File: src/rtl/rr_mux16_arbiter.sv
`default_nettype none
// ============================================================================
//  Module   : rr_mux16_arbiter
//  Purpose  : Round-robin arbiter/sequencer in front of a shared 16:1 W-bit
//             mux. It picks one of sixteen requesters, drives the mux select,
//             registers the selected lane and holds it on a valid/ready
//             output until the consumer accepts it.
//  Ports    : clk       - system clock, rising edge
//             rst       - synchronous active-high reset
//             req[15:0] - request lines, bit i = requester i has data
//             inp       - 16 flattened W-bit lanes, lane i = inp[i*W +: W]
//             out_ready - consumer accepts out_data when high with out_valid
//             gnt[15:0] - one-hot grant, zero when nothing is granted
//             sel[3:0]  - mux select (index of granted requester)
//             out_data  - registered copy of the granted lane
//             out_valid - out_data holds an unaccepted item
//  Options  : ARB_B2B_EN - when defined, a handshake may re-grant another
//             pending requester on the same edge (one item per cycle).
//             Undefined: every handshake returns to IDLE for one cycle.
//  Revision : 1.0 - initial release
// ============================================================================
module rr_mux16_arbiter #(
  parameter int W = 8
) (
  input  logic            clk,
  input  logic            rst,
  input  logic [15:0]     req,
  input  logic [16*W-1:0] inp,
  input  logic            out_ready,
  output logic [15:0]     gnt,
  output logic [3:0]      sel,
  output logic [W-1:0]    out_data,
  output logic            out_valid
);

  localparam logic [0:0] IDLE = 1'b0;
  localparam logic [0:0] HOLD = 1'b1;

  logic [0:0]   state;
  logic [3:0]   ptr;        // index of the last requester served
  logic [W-1:0] lane [16];

  // Unflatten the input bus into an indexable lane array.
  genvar gi;
  generate
    for (gi = 0; gi < 16; gi++) begin : g_lane
      assign lane[gi] = inp[gi*W +: W];
    end
  endgenerate

  // Round-robin scan: first set bit of r starting at start+1, wrapping, with
  // start itself checked last. Iterating from the farthest offset down lets
  // the nearest hit overwrite the result without an early exit.
  // Returns {found, index}.
  function automatic logic [4:0] scan(input logic [15:0] r,
                                      input logic [3:0]  start);
    logic [4:0] res;
    logic [3:0] idx;
    res = 5'd0;
    for (int k = 16; k >= 1; k--) begin
      idx = start + 4'(k);
      if (r[idx]) begin
        res = {1'b1, idx};
      end
    end
    return res;
  endfunction

  logic [4:0] idle_pick;
  logic       release_item;
  logic       grant_en;
  logic [3:0] grant_idx;

`ifdef ARB_B2B_EN
  logic [4:0] next_pick;
`endif

  always_comb begin
    idle_pick    = scan(req, ptr);
    release_item = (state == HOLD) && out_ready;
    grant_en     = 1'b0;
    grant_idx    = 4'd0;
`ifdef ARB_B2B_EN
    // Exclude the requester being served right now; gnt is one-hot at sel
    // while in HOLD, so it doubles as the mask.
    next_pick    = scan(req & ~gnt, sel);
`endif
    if (state == IDLE) begin
      grant_en  = idle_pick[4];
      grant_idx = idle_pick[3:0];
    end
`ifdef ARB_B2B_EN
    else if (release_item) begin
      grant_en  = next_pick[4];
      grant_idx = next_pick[3:0];
    end
`endif
  end

  always_ff @(posedge clk) begin
    if (rst) begin
      state     <= IDLE;
      ptr       <= 4'd15;
      sel       <= 4'd0;
      gnt       <= 16'd0;
      out_data  <= '0;
      out_valid <= 1'b0;
    end else begin
      if (release_item) begin
        ptr <= sel;
      end
      if (grant_en) begin
        state     <= HOLD;
        sel       <= grant_idx;
        gnt       <= 16'h0001 << grant_idx;
        out_data  <= lane[grant_idx];
        out_valid <= 1'b1;
      end else if (release_item) begin
        state     <= IDLE;
        gnt       <= 16'd0;
        out_valid <= 1'b0;
      end
      // HOLD without out_ready: everything frozen; IDLE without requests:
      // sel keeps its last value.
    end
  end

endmodule
`default_nettype wire

File: config.mk
export PLATFORM = sky130hd
export DESIGN_NAME = rr_mux16_arbiter
export DESIGN_NICKNAME = d
export VERILOG_FILES = /design/src/rtl/rr_mux16_arbiter.sv
export SDC_FILE = /design/constraint.sdc
export NUM_CORES = 1
export LEC_CHECK = 0
export CORE_MARGIN = 10
export CORE_UTILIZATION = 50
export CTS_BUF_LIST = sky130_fd_sc_hd__clkbuf_8
export DETAILED_ROUTE_END_ITERATION = 16
export GPL_TIMING_DRIVEN = 0
export PLACE_DENSITY = 0.94
export SYNTH_ARGS = -nofsm -noshare
export SYNTH_HDL_FRONTEND = slang
export SYNTH_SLANG_ARGS = --single-unit
File: constraint.sdc
create_clock -name clk -period 13.1 [get_ports clk]
set_input_delay 2.62 -clock clk [delete_from_list [all_inputs] [get_ports clk]]
set_output_delay 2.62 -clock clk [all_outputs]
set_load 0.005 [all_outputs]
==> flow_summary.ini <==
[timing]
max_freq_mhz = 150
slew-limit-headroom_pct = 48.6
finalCritPeriodShare_pct = 50.7
rsz0062_at_grt = no
drv_slew = 0
final.setup.worst_slack_ns = 6.45
fin_crit_ns = 6.65
finalClockSkew_ns = 0.0114
worst-slew-pin-transition_ns = 0.768
final_hold_viol_count = 0
setup_viol = 0
finalSetupTns_ns = 0

[global_routing]
grt_pass1_vias = 5258
grtUsageTotal_pct = 28.7
grt_pass1_wl_um = 30300
grt_max_degree = 13
grt_overflow = 0
antenna_found_initial = 0

[floorplanning]
row_count = 35
die_h_um = 116
io_pins = 176
dieArea_um2 = 13500
core_um2 = 9110
die_w_um = 116
start_util_pct = 50.7

[critical_path]
cp-end-kind = flop
worstSetupPathType = input pin to flop
critPathMaxFanout = 10
crit_buf_inv = 2
required_ns = 13.26
crit_path_start_kind = input pin
slowest_delay_ns = 0.57
arrival_ns = 6.81
crit_chain = clkdlybuf4s50_1 > mux4_2 > mux2i_1 > mux2i_1 > or3_1 > a311oi_1 > o311ai_1 > o2bb2ai_4 > buf_4 > mux2i_1 > mux2i_1 > a22oi_1 > a31oi_1
crit_family = multiplexers
crit_path_top_delay_cell = mux4_2
timing.critical_path.mode_cell = mux2i_1

[detailed_routing]
drc = 0
dr.pass1.iters = 7
routed_wl_um = 20500
wl_per_cell_um = 25.6
first_iter_violations = 722
vias_per_cell = 6.59
drtAntennaViolNets = 0
vias = 5278

[placed_design]
place_inst = 793
io_buffers = 174
place_congestion = 0.994
dpl.hpwl_um = 16700
pre_cts_slack_ns = 6.41

[clock_tree]
cts_tree = built
htree_levels = 2
cts_root_buf = clkbuf_8
clock_path_buffers = 2
postCtsSetupBuffers = 0
cts_resized = 0
clock_sinks = 33
path_clk_slew_ns = 0.08
hold_buffers = 0
clock_latency_ns = 0.30
cts_made_buffers = 5

[final_layout]
antennaDiodeCount = 0
ff_latch_area_um2 = 661
multiInputGateArea_um2 = 3730
area_growth_pct = 43.3
fillers = 690
drive_above_1_share_pct = 13.6
num-nets-final = 843
instances_no_fill = 801
utilization_pct = 72.7

[yosys]
avgSynthCellArea_um2 = 9.09
ys_seq_area_share_pct = 14.3
synth_cell_type_count = 62
ys_ff_latch = 33
synth-edff-count = 0
synth_top_area_share_pct = 21.7
synth_top_area_cell = mux2i_1
yosys-top-cells-area = mux2i_1 22%, dfxtp_1 14%, mux4_2 13%, a22oi_1 7.3%, mux2_2 6.8%
syn-cell-area_um2 = 4620
synthesis.nets = 662
ys_warn_count = 0
synthCells = 508
async_reset_ff_share_pct = 0
synthFlopType = dfxtp_1

[power_and_ir_drop]
p_total_mw = 0.829
ir_drop_uv = 91.1
p_per_area_nw_per_um2 = 125
p_leak_nw = 2.61

[min_path]
hold_path_class = flop to flop

[status]
outcome = complete, no violations

[flow_run]
drv_cap = 0
-- routing by layer --
| metal | wire, um | vias to the layer above | global-route usage [%] | share of wire [%] |
|---|---|---|---|---|
| met5 | 0 | - | 0 | 0 |
| li1 | - | 2352 | - | - |
| met3 | 2050 | 47 | 5.96 | 10 |
| met1 | 7830 | 2537 | 36.6 | 38 |
| met2 | 10200 | 342 | 48.2 | 50 |
| met4 | 437 | 0 | 7.51 | 2.1 |
-- worst paths after layout --
| kind | endpoint | slack (ns) | start | depth (start not counted) |
|---|---|---|---|---|
| worst max register to register | out_data[0] | 6.64 | ptr[1] | 19 |
| worst min register to register | sel[3] | 0.50 | sel[3] | 2 |
| worst max-delay path | out_data[0] | 6.45 | req[8] | 13 |
| worst min-delay path | sel[3] | 0.50 | sel[3] | 2 |
-- worst reg2reg max path, cell delays in order (launching register included) --
cell       delay (ns)
dfxtp_1          0.49
buf_2            0.35
buf_6            0.21
clkbuf_1         0.47
inv_1            0.31
ha_1             0.35
buf_2            0.23
clkbuf_1         0.48
mux4_2           0.47
mux2i_1          0.45
mux2_1           0.30
nor4b_4          0.33
o31a_1           0.20
o311ai_1         0.17
o2bb2ai_4        0.28
buf_4            0.28
mux2i_1          0.35
mux2i_1          0.14
a22oi_1          0.33
a31oi_1          0.16
-- logic make-up after synthesis --
family                   Yosys count  synth area share (%)
AO/OA/AOI/OAI                    126                  20.2
XOR/XNOR                          14                  2.82
adder cells (fa/ha/maj)            7                  1.90
buffers and inverters             44                  5.04
flip-flops                        33                  14.3
multiplexers                     157                  42.0
AND/OR/NAND/NOR                  127                  13.8
-- cells in the mapped netlist (3+ instances only) --
cell type    n
buf_6        4
nor3_1       5
buf_4        6
mux4_2      26
xor2_1       3
xnor2_1     10
a221oi_1     3
a21oi_1     13
mux2i_1    100
o311ai_1     3
inv_1        4
o21ai_0      7
mux2_2      28
nor2b_1      8
a22oi_1     45
a31oi_1     14
and3_1       8
dfxtp_1     33
o22ai_1      9
o221ai_1     3
or2_1        3
inv_2        3
nor3b_1      3
a211o_1      5
and2_1       5
clkbuf_1    12
ha_1         7
nand2_1     31
buf_1        3
nor2_1      40
nand2b_1     3
nand3_1     13
buf_2       12
-- layout make-up --
class                   instances  area share (%)
well taps                     111            2.10
multi-input cells             431            56.3
repair buffers                174            26.3
plain buffers                  37            3.12
clock buffers                   6            1.25
flip-flops and latches         33            9.98
clock inverters                 2           0.567
inverters                       7           0.397
-- where the power goes --
part / switching, mW / internal, mW / leakage [nW]
combinational: 0.313 / 0.276 / 2.28
sequential: 0.0146 / 0.121 / 0.270
clock: 0.0430 / 0.0619 / 0.0574
-- metrics by stage --
| stage | area (um2) | hold slack, ns |
|---|---|---|
| 6_report | 6620 | 0.502 |
| 5_1_grt | 6620 | 0.524 |
| 4_1_cts | 6620 | 0.499 |
| 3_5_place_dp | 6500 | 0.487 |
| 3_3_place_gp | 6500 | 0.469 |
| 2_1_floorplan | 4620 | 0.461 |
-- state kept, by name (all words and copies together), names as in the netlist --
register and cells:
gnt 16, out_data 8, ptr 4, sel 4
state 1
-- placed cells by master, fill, tap and decap left out, types with 3 or more instances in the layout --
cell | Yosys | routed
a22oi_1 | 45 | 45
xnor2_1 | 10 | 10
o311ai_1 | 3 | 3
and2_1 | 5 | 5
and3_1 | 8 | 8
a31oi_1 | 14 | 14
nor2_1 | 40 | 40
a21oi_1 | 13 | 13
inv_2 | 3 | 3
nor2b_1 | 8 | 8
o221ai_1 | 3 | 3
clkdlybuf4s50_1 | 0 | 174
nor3b_1 | 3 | 3
mux2i_1 | 100 | 100
nor3_1 | 5 | 5
a221oi_1 | 3 | 3
inv_1 | 4 | 4
buf_2 | 12 | 12
dfxtp_1 | 33 | 33
a211o_1 | 5 | 5
or2_1 | 3 | 3
buf_6 | 4 | 4
clkbuf_1 | 12 | 12
buf_1 | 3 | 3
o22ai_1 | 9 | 9
nand2b_1 | 3 | 3
nand2_1 | 31 | 31
mux4_2 | 26 | 26
clkbuf_8 | 0 | 6
mux2_2 | 28 | 28
xor2_1 | 3 | 3
buf_4 | 6 | 6
nand3_1 | 13 | 13
ha_1 | 7 | 7
o21ai_0 | 7 | 7
Note: power is estimated with default switching activity, not from simulation.
